<file path="src/rtl/cla_pkg.sv">
// Shared types and constants for the multi-precision CLA sequencer.
package cla_pkg;

  localparam int CLA_WORD = 32;

  typedef enum logic [1:0] {IDLE, RUN, DONE} cla_seq_state_t;

  typedef logic [31:0] cla_word_t;

endpackage

</file>
<file path="src/rtl/cla_32bits.sv">
// 32-bit adder: per-bit generate/propagate with the carry recurrence
// c[i+1] = g[i] | p[i]&c[i], which synthesis flattens into lookahead logic.
module cla_32bits
  import cla_pkg::*;
(
  input  cla_word_t a,
  input  cla_word_t b,
  input  logic      ci,
  output cla_word_t s,
  output logic      co
);

  cla_word_t   g;
  cla_word_t   p;
  logic [32:0] c;

  // Generate/propagate terms and the carry chain feeding each sum bit.
  always_comb begin
    g    = a & b;
    p    = a ^ b;
    c    = '0;
    c[0] = ci;
    for (int i = 0; i < CLA_WORD; i++) begin
      c[i+1] = g[i] | (p[i] & c[i]);
    end
    s  = p ^ c[31:0];
    co = c[32];
  end

endmodule

</file>
<file path="src/rtl/cla_mp_sequencer.sv">
// Multi-precision add/subtract: streams WORDS 32-bit words through one
// shared cla_32bits, LSW first, chaining the carry through a register.
module cla_mp_sequencer
  import cla_pkg::*;
#(
  parameter int WORDS = 4
) (
  input  logic                    clk,
  input  logic                    rst_n,
  input  logic                    in_valid,
  output logic                    in_ready,
  input  logic [CLA_WORD*WORDS-1:0] in_a,
  input  logic [CLA_WORD*WORDS-1:0] in_b,
  input  logic                    in_sub,
  input  logic                    in_ci,
  output logic                    out_valid,
  input  logic                    out_ready,
  output logic [CLA_WORD*WORDS-1:0] out_s,
  output logic                    out_co,
  output logic                    out_ovf,
  output logic                    busy
);

  localparam int W     = CLA_WORD * WORDS;
  localparam int IDX_W = (WORDS > 1) ? $clog2(WORDS) : 1;
  localparam logic [IDX_W-1:0] LAST_IDX = IDX_W'(WORDS - 1);

  cla_seq_state_t   state_q, state_d;
  logic [IDX_W-1:0] idx_q, idx_d;
  logic             carry_q, carry_d;
  logic [W-1:0]     a_q, a_d;
  logic [W-1:0]     b_q, b_d;
  logic [W-1:0]     s_q, s_d;
  logic             co_q, co_d;
  logic             ovf_q, ovf_d;
  logic             out_valid_q, out_valid_d;

  cla_word_t a_word;
  cla_word_t b_word;
  cla_word_t sum_word;
  logic      co_word;

  assign a_word = a_q[idx_q*CLA_WORD +: CLA_WORD];
  assign b_word = b_q[idx_q*CLA_WORD +: CLA_WORD];

  cla_32bits u_cla (
    .a  (a_word),
    .b  (b_word),
    .ci (carry_q),
    .s  (sum_word),
    .co (co_word)
  );

  // State, operand, carry and result registers; reset discards any partial result.
  always_ff @(posedge clk or negedge rst_n) begin
    if (!rst_n) begin
      state_q     <= IDLE;
      idx_q       <= '0;
      carry_q     <= 1'b0;
      a_q         <= '0;
      b_q         <= '0;
      s_q         <= '0;
      co_q        <= 1'b0;
      ovf_q       <= 1'b0;
      out_valid_q <= 1'b0;
    end else begin
      state_q     <= state_d;
      idx_q       <= idx_d;
      carry_q     <= carry_d;
      a_q         <= a_d;
      b_q         <= b_d;
      s_q         <= s_d;
      co_q        <= co_d;
      ovf_q       <= ovf_d;
      out_valid_q <= out_valid_d;
    end
  end

  // Next-state: accept in IDLE, one word per RUN cycle, then register the result valid in DONE.
  always_comb begin
    state_d     = state_q;
    idx_d       = idx_q;
    carry_d     = carry_q;
    a_d         = a_q;
    b_d         = b_q;
    s_d         = s_q;
    co_d        = co_q;
    ovf_d       = ovf_q;
    out_valid_d = 1'b0;
    case (state_q)
      IDLE: begin
        if (in_valid) begin
          a_d     = in_a;
          b_d     = in_sub ? ~in_b : in_b;
          carry_d = in_sub ? 1'b1 : in_ci;
          idx_d   = '0;
          state_d = RUN;
        end
      end
      RUN: begin
        s_d[idx_q*CLA_WORD +: CLA_WORD] = sum_word;
        carry_d = co_word;
        idx_d   = idx_q + IDX_W'(1);
        if (idx_q == LAST_IDX) begin
          co_d    = co_word;
          ovf_d   = (a_word[31] == b_word[31]) && (sum_word[31] != a_word[31]);
          idx_d   = '0;
          state_d = DONE;
        end
      end
      DONE: begin
        if (out_valid_q) begin
          if (out_ready) begin
            state_d = IDLE;
          end else begin
            out_valid_d = 1'b1;
          end
        end else begin
          out_valid_d = 1'b1;
        end
      end
      default: begin
        state_d = IDLE;
      end
    endcase
  end

  assign in_ready  = (state_q == IDLE);
  assign busy      = (state_q == RUN) || (state_q == DONE);
  assign out_valid = out_valid_q;
  assign out_s     = s_q;
  assign out_co    = co_q;
  assign out_ovf   = ovf_q;

endmodule

</file>
<file path="config.mk">
export PLATFORM = sky130hd
export DESIGN_NAME = cla_mp_sequencer
export DESIGN_NICKNAME = d
export VERILOG_FILES = /design/src/rtl/cla_pkg.sv /design/src/rtl/cla_32bits.sv /design/src/rtl/cla_mp_sequencer.sv
export SDC_FILE = /design/constraint.sdc
export NUM_CORES = 1
export LEC_CHECK = 0
export ABC_AREA = 0
export CAP_MARGIN = 40
export CORE_MARGIN = 4
export CORE_UTILIZATION = 30
export DETAILED_ROUTE_END_ITERATION = 10
export MAX_ROUTING_LAYER = met4
export PLACE_DENSITY = 0.51
export SLEW_MARGIN = 20
export SYNTH_ARGS = -nofsm -noshare
export SYNTH_HDL_FRONTEND = slang
export SYNTH_SLANG_ARGS = --single-unit
</file>
<file path="constraint.sdc">
create_clock -name clk -period 31 [get_ports clk]
set_clock_uncertainty 0.15 [all_clocks]
set_input_delay 3.1 -clock clk [delete_from_list [all_inputs] [get_ports clk]]
set_output_delay 3.1 -clock clk [all_outputs]
set_load 0.01 [all_outputs]
</file>
**Yosys cells after proc, flatten, opt, wreduce, memory -nomap -nowiden**

Index checks and enable logic that the tools add are counted.
Widths: inputs -> output; s select.

- Flip-flop bits (word level): 392
- Bits in latches: 0
- Bits in writable memories: 0
- Bits in read-only memories: 0
- Input bits: 262
- Output and inout bits: 133
- Word-level logic and storage cells: 116
- Memories kept: 0

- Add/subtract/negate cells: 2
- Multipliers: 0
- Div/mod/pow operators: 0
- Magnitude comparators: 0
- Equal/unequal tests: 9
- Shifts and indexed selects: 4
- Muxes and demuxes: 16
- Bitwise operators: 68
- Reduce and logical (&&, ||, !) cells: 8

Operators with widths:

| kind | count |
|---|---|
| $shiftx 128x8->32 | 2 |
| $bwmux 128 | 1 |
| $mux 128 | 1 |
| $not 128->128 | 1 |
| $shift 32x34->128 const A | 1 |
| $shiftx 32x34->128 | 1 |
| $xor 32x32->32 | 2 |
| $neg 7->34 | 1 |
| $and 1x1->1 | 32 |
| $and 32x32->32 | 1 |
| $or 1x1->1 | 32 |
| $mux 2 | 6 |
| $ne 2x2->1 const B | 4 |
| $pmux 2 s3 | 1 |
| $reduce_and 2->1 | 3 |
| $mux 1 | 5 |
| $eq 2x2->1 const B | 2 |
| $pmux 2 s2 | 1 |
| $reduce_and 4->1 | 1 |
| $add 2x1->2 const B | 1 |
| $eq 2x1->1 const B | 1 |
| $logic_not 2->1 | 1 |
| $pmux 1 s2 | 1 |
| $reduce_bool 2->1 | 1 |
| other kinds (4) | 4 |

**Depth between registers and ports, before layout**

Gate-level depths: netlist (run 1).

- Depth in word-level cells: 67
- Gate-level depth with buffers: 40
- Depth with buffers taken out: 37

**Cells and area by module**

A second synthesis (run 1) with hierarchy kept.

- Cells, all modules: 1283
- Area, all modules: 17660.7 sq um

Modules (own cells, without submodules):

| module | instances | cells each | area an instance (sq um) |
|---|---|---|---|
| cla_mp_sequencer | 1 | 1241 | 16982.5 |
| cla_32bits | 1 | 42 | 678.2 |

**Least setup slack after synthesis (run 1)**

Ideal clock, no wire load.

- Kind: register to register
- From: register idx_q[0]
- To: register ovf_q (netlist: out_ovf)
- Library setup time: 0.095 ns
- Data arrival time: 13.532 ns
- Data required time: 30.755 ns
- Path slack: 17.223 ns
- Cell stages (with the launch flop): 41
- Period minus slack after synthesis: 13.777 ns
- Cells stage by stage: dfrtp_1 -> buf_4 -> buf_6 -> buf_6 -> mux4_2 -> fa_1 -> inv_1 -> fa_1 -> fa_1 -> fa_1 -> fa_1 -> fa_1 -> fa_1 -> fa_1 -> fa_1 -> fa_1 -> fa_1 -> fa_1 -> [... 5 more ...] -> fa_1 -> fa_1 -> fa_1 -> fa_1 -> fa_1 -> fa_1 -> fa_1 -> fa_1 -> fa_1 -> fa_1 -> fa_1 -> fa_1 -> fa_1 -> fa_1 -> inv_1 -> fa_1 -> xnor2_1 -> o31ai_1

- Cells in the longest elaborated chain, start to end: 67
- Elaborated cells on any way between the ends: 72
- Classes of those cells: 3 x eq/ne; 2 x shift; 65 x bitwise; 2 x reduce/logical

Ends and longest elaborated chain:

| element | line | text |
|---|---|---|
| from (decl) | cla_mp_sequencer.sv:29 | `logic [IDX_W-1:0] idx_q, idx_d;` |
| from (signal assigned) | cla_mp_sequencer.sv:68 | `idx_q <= idx_d;` |
| $shiftx 128x8->32 (on tied branches) | cla_mp_sequencer.sv:43, cla_mp_sequencer.sv:44 |  |
| $xor 32x32->32 | cla_32bits.sv:20 | `p = a ^ b;` |
| $and 1x1->1 | cla_32bits.sv:24 | `c[i+1] = g[i] \| (p[i] & c[i]);` |
| $or 1x1->1 | cla_32bits.sv:24 |  |
| $and 1x1->1 | cla_32bits.sv:24 |  |
| $or 1x1->1 | cla_32bits.sv:24 |  |
| $and 1x1->1 | cla_32bits.sv:24 |  |
| $or 1x1->1 | cla_32bits.sv:24 |  |
| [... 51 more ...] | -- |  |
| $or 1x1->1 | cla_32bits.sv:24 |  |
| $and 1x1->1 | cla_32bits.sv:24 |  |
| $or 1x1->1 | cla_32bits.sv:24 |  |
| $and 1x1->1 | cla_32bits.sv:24 |  |
| $or 1x1->1 | cla_32bits.sv:24 |  |
| $xor 32x32->32 | cla_32bits.sv:26 | `s = p ^ c[31:0];` |
| $ne 1x1->1 | cla_mp_sequencer.sv:106 | `ovf_d = (a_word[31] == b_word[31]) && (sum_word[31] != a_word[31]);` |
| $logic_and 1x1->1 | cla_mp_sequencer.sv:106 |  |
| to (signal assigned) | cla_mp_sequencer.sv:74 | `ovf_q <= ovf_d;` |
| to (decl) | cla_mp_sequencer.sv:35 | `logic ovf_q, ovf_d;` |

Parallel ways exist; a longest one is shown, timed or not.
A chain may end at the register's enable or synchronous reset.

**Final worst setup path (run 1)**

Same ends and word-level chain as after synthesis.

==> results.py, run 1 <==
metrics = {
    "yosys": {
        "synth_xor_area_share_pct": 6.14,
        "synth_seq_cells": 392,
        "synth_compound_area_share_pct": 7.88,
        "syn_avg_cell_area_um2": 12.6,
        "yosysUniqueCellTypes": 34,
        "synthAdderAreaFrac_pct": 4.16,
        "synthCells": 1463,
        "synth_top_family_by_area": "multiplexers",
        "synth-simple-area-share_pct": 5.92,
        "yosysSeqAreaShare_pct": 53.3,
        "syn_nets": 1767,
        "synth_mux_area_share_pct": 18.1,
        "yosysWarnings": 0,
        "synth_area_um2": 18400,
    },
    "floorplan": {
        "rows": 90,
        "die_area_um2": 65300,
        "core_area_um2": 60500,
        "start_util_pct": 30.4,
        "io_pins": 395,
        "die_x_um": 256,
        "die_h_um": 256,
    },
    "finish": {
        "final_layout_size_suffix_gt1_share_pct": 17.3,
        "fillers": 5695,
        "final_nets": 2137,
        "area_growth_pct": 34.6,
    },
    "timing": {
        "finalSetupTns_ns": 0,
        "finalCritPeriodShare_pct": 49.1,
        "setup_violations": 0,
        "drv_slew": 0,
        "hold_viol_final": 0,
        "slew-limit-headroom_pct": 31.4,
        "rsz0062_at_grt": "no",
        "worstMarginPinSlew_ns": 1.03,
        "min_period_ns": 15.23,
        "timing.fmax_ghz": 0.0657,
    },
    "routing": {
        "dr.pass1.iters": 4,
        "drtIter0Drc": 545,
        "wl_per_cell_um": 21.3,
        "via_per_inst": 4.55,
        "drtAntennaViolNets": 0,
        "drc": 0,
        "wirelength_um": 56700,
        "num_vias": 12100,
    },
    "power_and_ir_drop": {
        "vdd_drop_max_uv": 61.5,
        "power.density_nw_per_um2": 114,
        "cellLeakagePower_nw": 10.6,
        "finalPower_mw": 2.83,
    },
    "global_routing": {
        "antenna_found_initial": 11,
        "grt_pass1_vias": 13300,
        "grt_use_total_pct": 17.7,
        "met3_usage_pct": 3.46,
        "globalRouteOverflowTotal": 0,
        "grt_start_max_net_pins": 231,
        "grtUsageMet1_pct": 24.3,
        "busiest_layer": "met2",
        "grt_pass1_wl_um": 86000,
        "grtUsageMet2_pct": 27.0,
    },
    "clock_network": {
        "h-tree-depth": 2,
        "cts_tree": "yes",
        "cts_hold_buf": 0,
        "cts_resized": 0,
        "cts.path.max_buffers": 3,
        "clkSinkCount": 392,
        "cts_root_buffer": "clkbuf_16",
        "clk_latency_ns": 0.57,
        "numCtsBuffers": 45,
        "path_clk_slew_ns": 0.06,
        "post-cts-setup-buffer-count": 0,
    },
    "critical_path": {
        "critical_path.most_common_cell": "fa_1",
        "crit_type": "reg -> reg",
        "required_ns": 31.31,
        "r2r_slack_ns": 15.77,
        "critPathSlowestCell": "dfrtp_4",
        "slowest_delay_ns": 0.73,
        "crit_path_start_kind": "flip-flop",
        "critPathCaptureType": "flip-flop",
        "path_max_fanout": 24,
        "crit_arrival_ns": 15.54,
    },
    "job": {
        "max_cap_viol_count": 0,
    },
    "place": {
        "port_buffers": 394,
        "dpl.hpwl_um": 41900,
        "routabilityCongestion": 0.832,
    },
    "outcome": {
        "status": "completed",
    },
    "hold_path": {
        "hold_class": "reg -> reg",
    },
}
==> layout make-up <==
type	count	area [um2]	area share, %
well taps	782	978	3.95
diodes	12	30.0	0.121
inverters	68	255	1.03
repair buffers	419	4270	17.2
clock buffers	68	1400	5.64
multi-input cells	907	7780	31.4
clock inverters	15	235	0.950
flip-flops and latches	392	9820	39.7
==> cells in the mapped netlist <==
| library cell | count | area, um2 |
|---|---|---|
| dfrtp_1 | 392 | 9810 |
| nand2_1 | 264 | 991 |
| o21ai_0 | 226 | 1130 |
| xnor2_1 | 129 | 1130 |
| mux2_4 | 110 | 1650 |
| inv_1 | 68 | 255 |
| mux4_2 | 64 | 1440 |
| clkbuf_1 | 43 | 161 |
| fa_1 | 32 | 641 |
| o21ai_2 | 30 | 263 |
| buf_2 | 29 | 145 |
| buf_6 | 22 | 248 |
| mux2_2 | 12 | 135 |
| ha_1 | 10 | 125 |
| mux2_1 | 8 | 90.1 |
| nor2b_1 | 3 | 18.8 |
| nand4_1 | 2 | 12.5 |
| nor3_1 | 2 | 10.0 |
| o31ai_1 | 2 | 15.0 |
| a21boi_0 | 1 | 7.51 |
| a21oi_1 | 1 | 5.00 |
| a32o_1 | 1 | 10.0 |
| buf_1 | 1 | 3.75 |
| buf_4 | 1 | 7.51 |
| mux2i_1 | 1 | 10.0 |
| nand2_2 | 1 | 6.26 |
| nand2b_1 | 1 | 6.26 |
| nand3b_1 | 1 | 7.51 |
| nand4b_1 | 1 | 8.76 |
| nor2_1 | 1 | 3.75 |
| nor4bb_1 | 1 | 10.0 |
| o21bai_1 | 1 | 7.51 |
| o221a_2 | 1 | 11.3 |
| or4b_4 | 1 | 13.8 |
==> logic make-up after synthesis <==
logic type / count (synthesis)
AOI/OAI and AO/OA: 263
xor gates and xnor gates: 129
adders and majority gates: 42
buffers and inverters: 164
DFF: 392
muxes: 195
and+or+nand+nor: 278
==> cells in the final DEF, fill, tap and decap left out, drive strengths merged <==
cell type	synthesis	final
nand4	2	2
a32o	1	1
ha	10	10
mux2	130	130
clkdlybuf4s50	0	392
o221a	1	1
nor4bb	1	1
nand2b	1	1
nand3b	1	1
clkinvlp	0	1
nand2	265	265
a21oi	1	1
clkinv	0	7
nor3	2	2
dfrtp	392	392
nor2	1	1
o21ai	256	256
inv	68	69
or4b	1	1
mux4	64	64
buf	53	27
bufinv	0	6
o31ai	2	2
a21boi	1	1
diode	0	12
nand4b	1	1
xnor2	129	129
mux2i	1	1
clkbuf	43	68
o21bai	1	1
nor2b	3	3
fa	32	32
==> state kept, by name (all words and copies together) (netlist names) <==
| name | count |
|---|---|
| out_valid | 1 |
| b_q | 128 |
| carry_q | 1 |
| out_ovf | 1 |
| idx_q | 2 |
| a_q | 128 |
| out_co | 1 |
| out_s | 128 |
| state_q | 2 |
==> critical path, delay by kind of cell, from the launching register on <==
family                     cells  cell delay, ns
AOI/OAI and AO/OA              1            0.21
muxes                          1            0.38
adders and majority gates     32           12.79
buffers and inverters          3            0.68
xor gates and xnor gates       1            0.15
DFF                            1            0.73
==> stage by stage <==
step | util, % | cell area [um2] | setup WS [ns] | std cells | hold slack (ns)
2_1_floorplan | - | 18400 | 17.22 | 1463 | 0.295
3_3_place_gp | 37.9 | 22900 | 15.81 | 2561 | 0.306
3_5_place_dp | 38.1 | 23100 | 15.64 | 2567 | 0.315
4_1_cts | 40.8 | 24700 | 15.61 | 2650 | 0.329
5_1_grt | 40.9 | 24700 | 15.24 | 2660 | 0.347
6_report | 40.9 | 24800 | 15.77 | 2663 | 0.325
==> worst paths after layout <==
path / startpoint / endpoint / cells after the start
worst min register to register: b_q[79] / b_q[79] / 2
worst min-delay path: b_q[79] / b_q[79] / 2
worst max-delay path: idx_q[0] / out_ovf / 38
worst max register to register: idx_q[0] / out_ovf / 38
max in group asynchronous: rst_n / b_q[25] / 3
min in group asynchronous: rst_n / out_s[28] / 1
==> routing by layer <==
metal	routed length, um	up-vias
met5	0	-
met4	1160	0
met3	2570	62
met2	26400	294
met1	26600	6077
li1	-	5679
==> power by group <==
group | switching, mW | internal (mW) | total, mW
logic | 0.733 | 0.641 | 1.37
clock network | 0.220 | 0.360 | 0.581
registers | 0.137 | 0.735 | 0.871
total | 1.09 | 1.74 | 2.83
(Power assumes the default switching activity.)
==> run 2, diff against run 1 <==
--- a/config.mk
+++ b/config.mk
@@ -11,7 +11,7 @@
 export CORE_UTILIZATION = 30
 export DETAILED_ROUTE_END_ITERATION = 10
 export MAX_ROUTING_LAYER = met4
-export PLACE_DENSITY = 0.51
+export PLACE_DENSITY = 0.53
 export SLEW_MARGIN = 20
 export SYNTH_ARGS = -nofsm -noshare
 export SYNTH_HDL_FRONTEND = slang
==> constraint.sdc (replaced) <==
create_clock -name clk -period 13.7 [get_ports clk]
set_clock_uncertainty 0.15 [all_clocks]
set_input_delay 1.37 -clock clk [delete_from_list [all_inputs] [get_ports clk]]
set_output_delay 1.37 -clock clk [all_outputs]
set_load 0.01 [all_outputs]
==> run 2 against run 1 <==
- power is 130% higher
- core utilization increased by 0.16 points
- critical endpoint unchanged
- non-clock buffer count is 13 higher
- critical path depth down 1
- sequential share of layout area down 0.15 points
- largest power group unchanged
- global-route usage decreased by 0.33 points
- cell count is 0.68% higher
==> results.py, run 2 (same netlist as run 1, synthesis figures left out) <==
metrics = {
    "critical_path": {
        "crit_path_start_kind": "flip-flop",
        "critPathCaptureType": "flip-flop",
        "r2r_cells": 37,
        "critPathSlowestCell": "dfrtp_4",
        "critical_path.most_common_cell": "fa_2",
        "slowest_delay_ns": 0.51,
        "crit_arrival_ns": 13.61,
        "required_ns": 14.02,
        "worstSetupStartpoint": "idx_q[0]",
        "path_max_fanout": 4,
        "crit_type": "reg -> reg",
        "r2r-start": "idx_q[0]",
    },
    "power_and_ir_drop": {
        "cellLeakagePower_nw": 10.7,
        "vdd_drop_max_uv": 156,
        "finalPower_mw": 6.48,
        "power.density_nw_per_um2": 261,
    },
    "timing": {
        "worstMarginPinSlew_ns": 0.814,
        "min_period_ns": 13.30,
        "drv_slew": 0,
        "rsz0062_at_grt": "no",
        "setup_violations": 0,
        "slew-limit-headroom_pct": 45.7,
        "timing.fmax_ghz": 0.0752,
        "finalSetupTns_ns": 0,
        "finalCritPeriodShare_pct": 97.1,
        "hold_viol_final": 0,
        "hold_ws_ns": 0.325,
    },
    "global_routing": {
        "globalRouteOverflowTotal": 0,
        "antenna_found_initial": 17,
        "grt_pass1_vias": 13300,
        "grt_use_total_pct": 17.4,
        "grt_pass1_wl_um": 84800,
        "grt_start_max_net_pins": 111,
    },
    "floorplan": {
        "die_h_um": 256,
        "die_area_um2": 65300,
        "start_util_pct": 30.4,
        "core_area_um2": 60500,
        "die_x_um": 256,
        "rows": 90,
        "io_pins": 395,
    },
    "routing": {
        "drc": 0,
        "drtIter0Drc": 697,
        "dr.pass1.iters": 5,
        "wl_per_cell_um": 20.9,
        "drtAntennaViolNets": 0,
        "num_vias": 12200,
        "wirelength_um": 55900,
        "via_per_inst": 4.56,
    },
    "finish": {
        "final_common_cell": "clkdlybuf4s50_1",
        "fillers": 5675,
        "fin_cells": 2681,
        "final_nets": 2151,
        "final_area_um2": 24800,
        "final_layout_size_suffix_gt1_share_pct": 18.9,
        "mostFrequentLayoutCells": "clkdlybuf4s50_1, dfrtp_1, nand2_1",
        "area_growth_pct": 35.1,
    },
    "clock_network": {
        "cts_tree": "yes",
        "clk_latency_ns": 0.58,
        "h-tree-depth": 2,
        "cts.path.max_buffers": 3,
        "path_clk_slew_ns": 0.06,
        "cts_hold_buf": 0,
        "cts_root_buffer": "clkbuf_16",
        "numCtsBuffers": 46,
        "clkSinkCount": 392,
    },
    "place": {
        "dp_cells": 2579,
        "port_buffers": 394,
        "dpl.hpwl_um": 41700,
        "post_dp_cell_area_um2": 23200,
        "routabilityCongestion": 0.811,
    },
    "outcome": {
        "status": "completed",
    },
    "job": {
        "max_cap_viol_count": 0,
    },
    "hold_path": {
        "hold_class": "reg -> reg",
        "min_path_cells": 2,
        "hold_start": "b_q[7]",
    },
}
-- run 2: cell count changes in the layout (fill, tap and decap cells not counted) --
cell / before / now
clkbuf_8: 14 / 9
clkbuf_1: 7 / 10
diode_2: 12 / 16
fa_1: 32 / 11
clkinv_4: 1 / 0
clkinvlp_4: 1 / 4
buf_12: 4 / 3
fa_2: 0 / 21
bufinv_16: 6 / 3
buf_16: 4 / 7
clkinv_2: 6 / 10
buf_4: 17 / 28
-- run 2: per-stage QoR --
stage	worst slack, ns	util (%)
final	0.402	41.1
after global routing	0.0447	41.1
after CTS	0.0358	41.0
after detailed placement	-0.575	38.4
after global placement	-0.492	38.1
after floorplan	0.00120	-
-- run 2: worst paths after layout --
kind,to,slack (ns)
worst max-delay path,out_ovf,0.40
worst min-delay path,b_q[7],0.32
worst max register to register,out_ovf,0.40
worst min register to register,b_q[7],0.32
max in group asynchronous,a_q[87],10.76
min in group asynchronous,out_s[52],0.67
-- run 2: layer usage --
layer	vias to the layer above	track usage, %	wire length [um]	part of all wire [%]
li1	5737	-	-	-
met1	6081	24.1	26400	47
met2	332	25.7	25400	45
met3	81	3.61	2800	5.0
met4	0	5.55	1360	2.4
met5	-	-	0	0
-- run 2: cell type report --
| cell class | instances | area, um2 | area share, % |
|---|---|---|---|
| Timing Repair Buffer | 432 | 4410 | 17.8 |
| Tap cell | 782 | 978 | 3.94 |
| Multi-Input combinational cell | 907 | 7830 | 31.5 |
| Clock buffer | 66 | 1340 | 5.38 |
| Antenna cell | 16 | 40.0 | 0.161 |
| Inverter | 68 | 255 | 1.03 |
| Clock inverter | 18 | 179 | 0.720 |
| Sequential cell | 392 | 9820 | 39.5 |
-- run 2: timing repair --
action	in CTS	in global routing
setup buffers	2	0
endpoints found under the hold margin	0	0
resized for setup	15	4
pin swaps	5	4
setup endpoints to repair	11	5
-- run 2: power breakdown --
part | internal, mW | total, mW | switching [mW]
combinational | 1.56 | 3.30 | 1.74
sequential | 1.66 | 1.94 | 0.277
clock | 0.735 | 1.23 | 0.499
total | 3.96 | 6.48 | 2.52
-- run 2: worst max-delay path, delay by kind of cell, from the launching register on --
kind	cells	cell delay [ns]
XOR/XNOR	1	0.15
multiplexers	1	0.37
flip-flops	1	0.51
AO/OA/AOI/OAI	1	0.18
buffers and inverters	2	0.14
adder cells (fa/ha/maj)	32	11.67
==> run 3, diff against run 2 <==
--- a/config.mk
+++ b/config.mk
@@ -12,6 +12,7 @@
 export DETAILED_ROUTE_END_ITERATION = 10
 export MAX_ROUTING_LAYER = met4
 export PLACE_DENSITY = 0.53
+export RECOVER_POWER = 100
 export SLEW_MARGIN = 20
 export SYNTH_ARGS = -nofsm -noshare
 export SYNTH_HDL_FRONTEND = slang
==> run 3 against run 2 <==
- the run now ends with max-capacitance violations, max-slew violations left
- core utilization decreased by 1.1 points
- cell area decreased by 2.6%
- combinational power decreased by 7.6%
- first-iteration DRC count decreased by 5.0%
- critical endpoint is now out_s[63]
- largest cell class unchanged
- highest routed layer unchanged
==> results.py, run 3 (same netlist as run 1, synthesis figures left out) <==
metrics = {
    "clock_network": {
        "cts.path.max_buffers": 3,
        "cts_tree": "yes",
        "path_clk_slew_ns": 0.06,
        "clk_latency_ns": 0.58,
        "clkSinkCount": 392,
        "cts_root_buffer": "clkbuf_16",
        "h-tree-depth": 2,
        "numCtsBuffers": 46,
    },
    "floorplan": {
        "start_util_pct": 30.4,
        "die_h_um": 256,
        "core_area_um2": 60500,
        "rows": 90,
        "die_area_um2": 65300,
        "die_x_um": 256,
        "io_pins": 395,
    },
    "timing": {
        "finalCritPeriodShare_pct": 97.0,
        "rsz0062_at_grt": "no",
        "timing.fmax_ghz": 0.0753,
        "worstMarginPinSlew_ns": 5.59,
        "setup_ws_ns": 0.415,
        "min_period_ns": 13.29,
        "hold_viol_final": 0,
        "setup_violations": 0,
        "drv_slew": 851,
        "slew-limit-headroom_pct": -273,
    },
    "finish": {
        "final_layout_size_suffix_gt1_share_pct": 11.6,
        "final_common_cell": "dfrtp_1",
        "area_growth_pct": 31.6,
        "mostFrequentLayoutCells": "dfrtp_1, nand2_1, clkdlybuf4s50_1",
        "fillers": 5828,
        "fin_cells": 2679,
        "final_nets": 2151,
    },
    "routing": {
        "drtIter0Drc": 662,
        "drc": 0,
        "via_per_inst": 4.55,
        "wirelength_um": 55600,
        "num_vias": 12200,
        "drtAntennaViolNets": 0,
        "dr.pass1.iters": 5,
        "wl_per_cell_um": 20.7,
    },
    "critical_path": {
        "required_ns": 13.92,
        "crit_path_start_kind": "flip-flop",
        "cp_top_family": "adder cells",
        "critPathCaptureType": "flip-flop",
        "crit_arrival_ns": 13.50,
        "critPathSlowestCell": "dfrtp_4",
        "r2r_slack_ns": 0.41,
        "crit_type": "reg -> reg",
        "slowest_delay_ns": 0.51,
        "worst-path-buf-inv": 3,
        "critical_path.most_common_cell": "fa_2",
        "path_max_fanout": 4,
    },
    "outcome": {
        "status": "finished, violations left",
        "violations": "max-capacitance violations, max-slew violations",
    },
    "job": {
        "max_cap_viol_count": 17,
    },
    "power_and_ir_drop": {
        "seqPwrFrac_pct": 31.1,
        "power.share.switching_pct": 39.7,
        "cellLeakagePower_nw": 10.4,
        "power_frac_clock_pct": 19.9,
        "power.combinational.fraction_pct": 49.1,
        "power.net_switching_mw": 2.46,
        "power.density_nw_per_um2": 257,
        "internal_power_mw": 3.74,
        "vdd_drop_max_uv": 157,
    },
    "hold_path": {
        "hold_class": "reg -> reg",
    },
    "global_routing": {
        "grt_pass1_wl_um": 84800,
        "grt_use_total_pct": 17.4,
        "grt_start_max_net_pins": 111,
        "antenna_found_initial": 17,
        "grt_pass1_vias": 13300,
        "globalRouteOverflowTotal": 0,
    },
    "place": {
        "port_buffers": 394,
        "routabilityCongestion": 0.811,
        "place_ws_ns": -0.575,
        "dpl.hpwl_um": 41700,
        "dp_cells": 2579,
    },
}
[run 3: cell type report]
cell class / instances / area [um2] / share of cell area [%]
Clock inverter: 18 / 179 / 0.739
Sequential cell: 392 / 9820 / 40.6
Multi-Input combinational cell: 907 / 7380 / 30.5
Clock buffer: 66 / 1340 / 5.53
Antenna cell: 14 / 35.0 / 0.145
Tap cell: 782 / 978 / 4.04
Inverter: 68 / 255 / 1.05
Timing Repair Buffer: 432 / 4220 / 17.4
[run 3: what timing repair did]
action                     in CTS  in global routing
pin swaps                       5                  4
hold buffers                    0                  0
setup buffers                   2                  0
gates resized for setup        15                  4
setup endpoints to repair      11                  5
cloned                          0                  0
[run 3: stage by stage]
stage	area (um2)	util, %	hold WS, ns	total power, mW	TNS (ns)
2_1_floorplan	18400	-	0.295	3.90	0
6_report	24200	40.0	0.321	6.21	0
4_1_cts	24800	41.0	0.330	6.58	0
3_3_place_gp	23000	38.1	0.308	5.16	-2.34
3_5_place_dp	23200	38.4	0.317	5.23	-3.07
5_1_grt	24200	40.0	0.339	6.67	0
[run 3: metal layers]
layer / up-vias / wire [um] / global-route usage, %
met5: - / 0 / -
met4: 0 / 1360 / 5.55
met3: 82 / 2670 / 3.61
met2: 308 / 25200 / 25.7
met1: 6073 / 26300 / 24.1
li1: 5729 / - / -
[run 3: worst register-to-register path, delay by kind of cell (launching register included)]
family / cells / cell delay, ns
buffers and inverters: 3 / 0.27
multiplexers: 1 / 0.37
adder cells (fa/ha/maj): 32 / 11.68
flip-flops: 1 / 0.51
AO/OA/AOI/OAI: 1 / 0.10
[run 3: power groups by stage]
stage / clock, mW / combinational [mW] / sequential (mW)
2_1_floorplan: 0 / 1.99 / 1.92
4_1_cts: 1.28 / 3.36 / 1.94
3_3_place_gp: 0 / 3.22 / 1.93
5_1_grt: 1.32 / 3.36 / 1.99
3_5_place_dp: 0 / 3.27 / 1.96
6_report: 1.23 / 3.05 / 1.93
[run 3: final timing paths]
kind                       startpoint  cells after the start   endpoint
setup reg to reg             idx_q[0]                     37  out_s[63]
min in group asynchronous       rst_n                      1  out_s[52]
max in group asynchronous       rst_n                      5    a_q[87]
hold / removal              out_s[33]                      2  out_s[33]
hold reg to reg             out_s[33]                      2  out_s[33]
setup / recovery             idx_q[0]                     37  out_s[63]
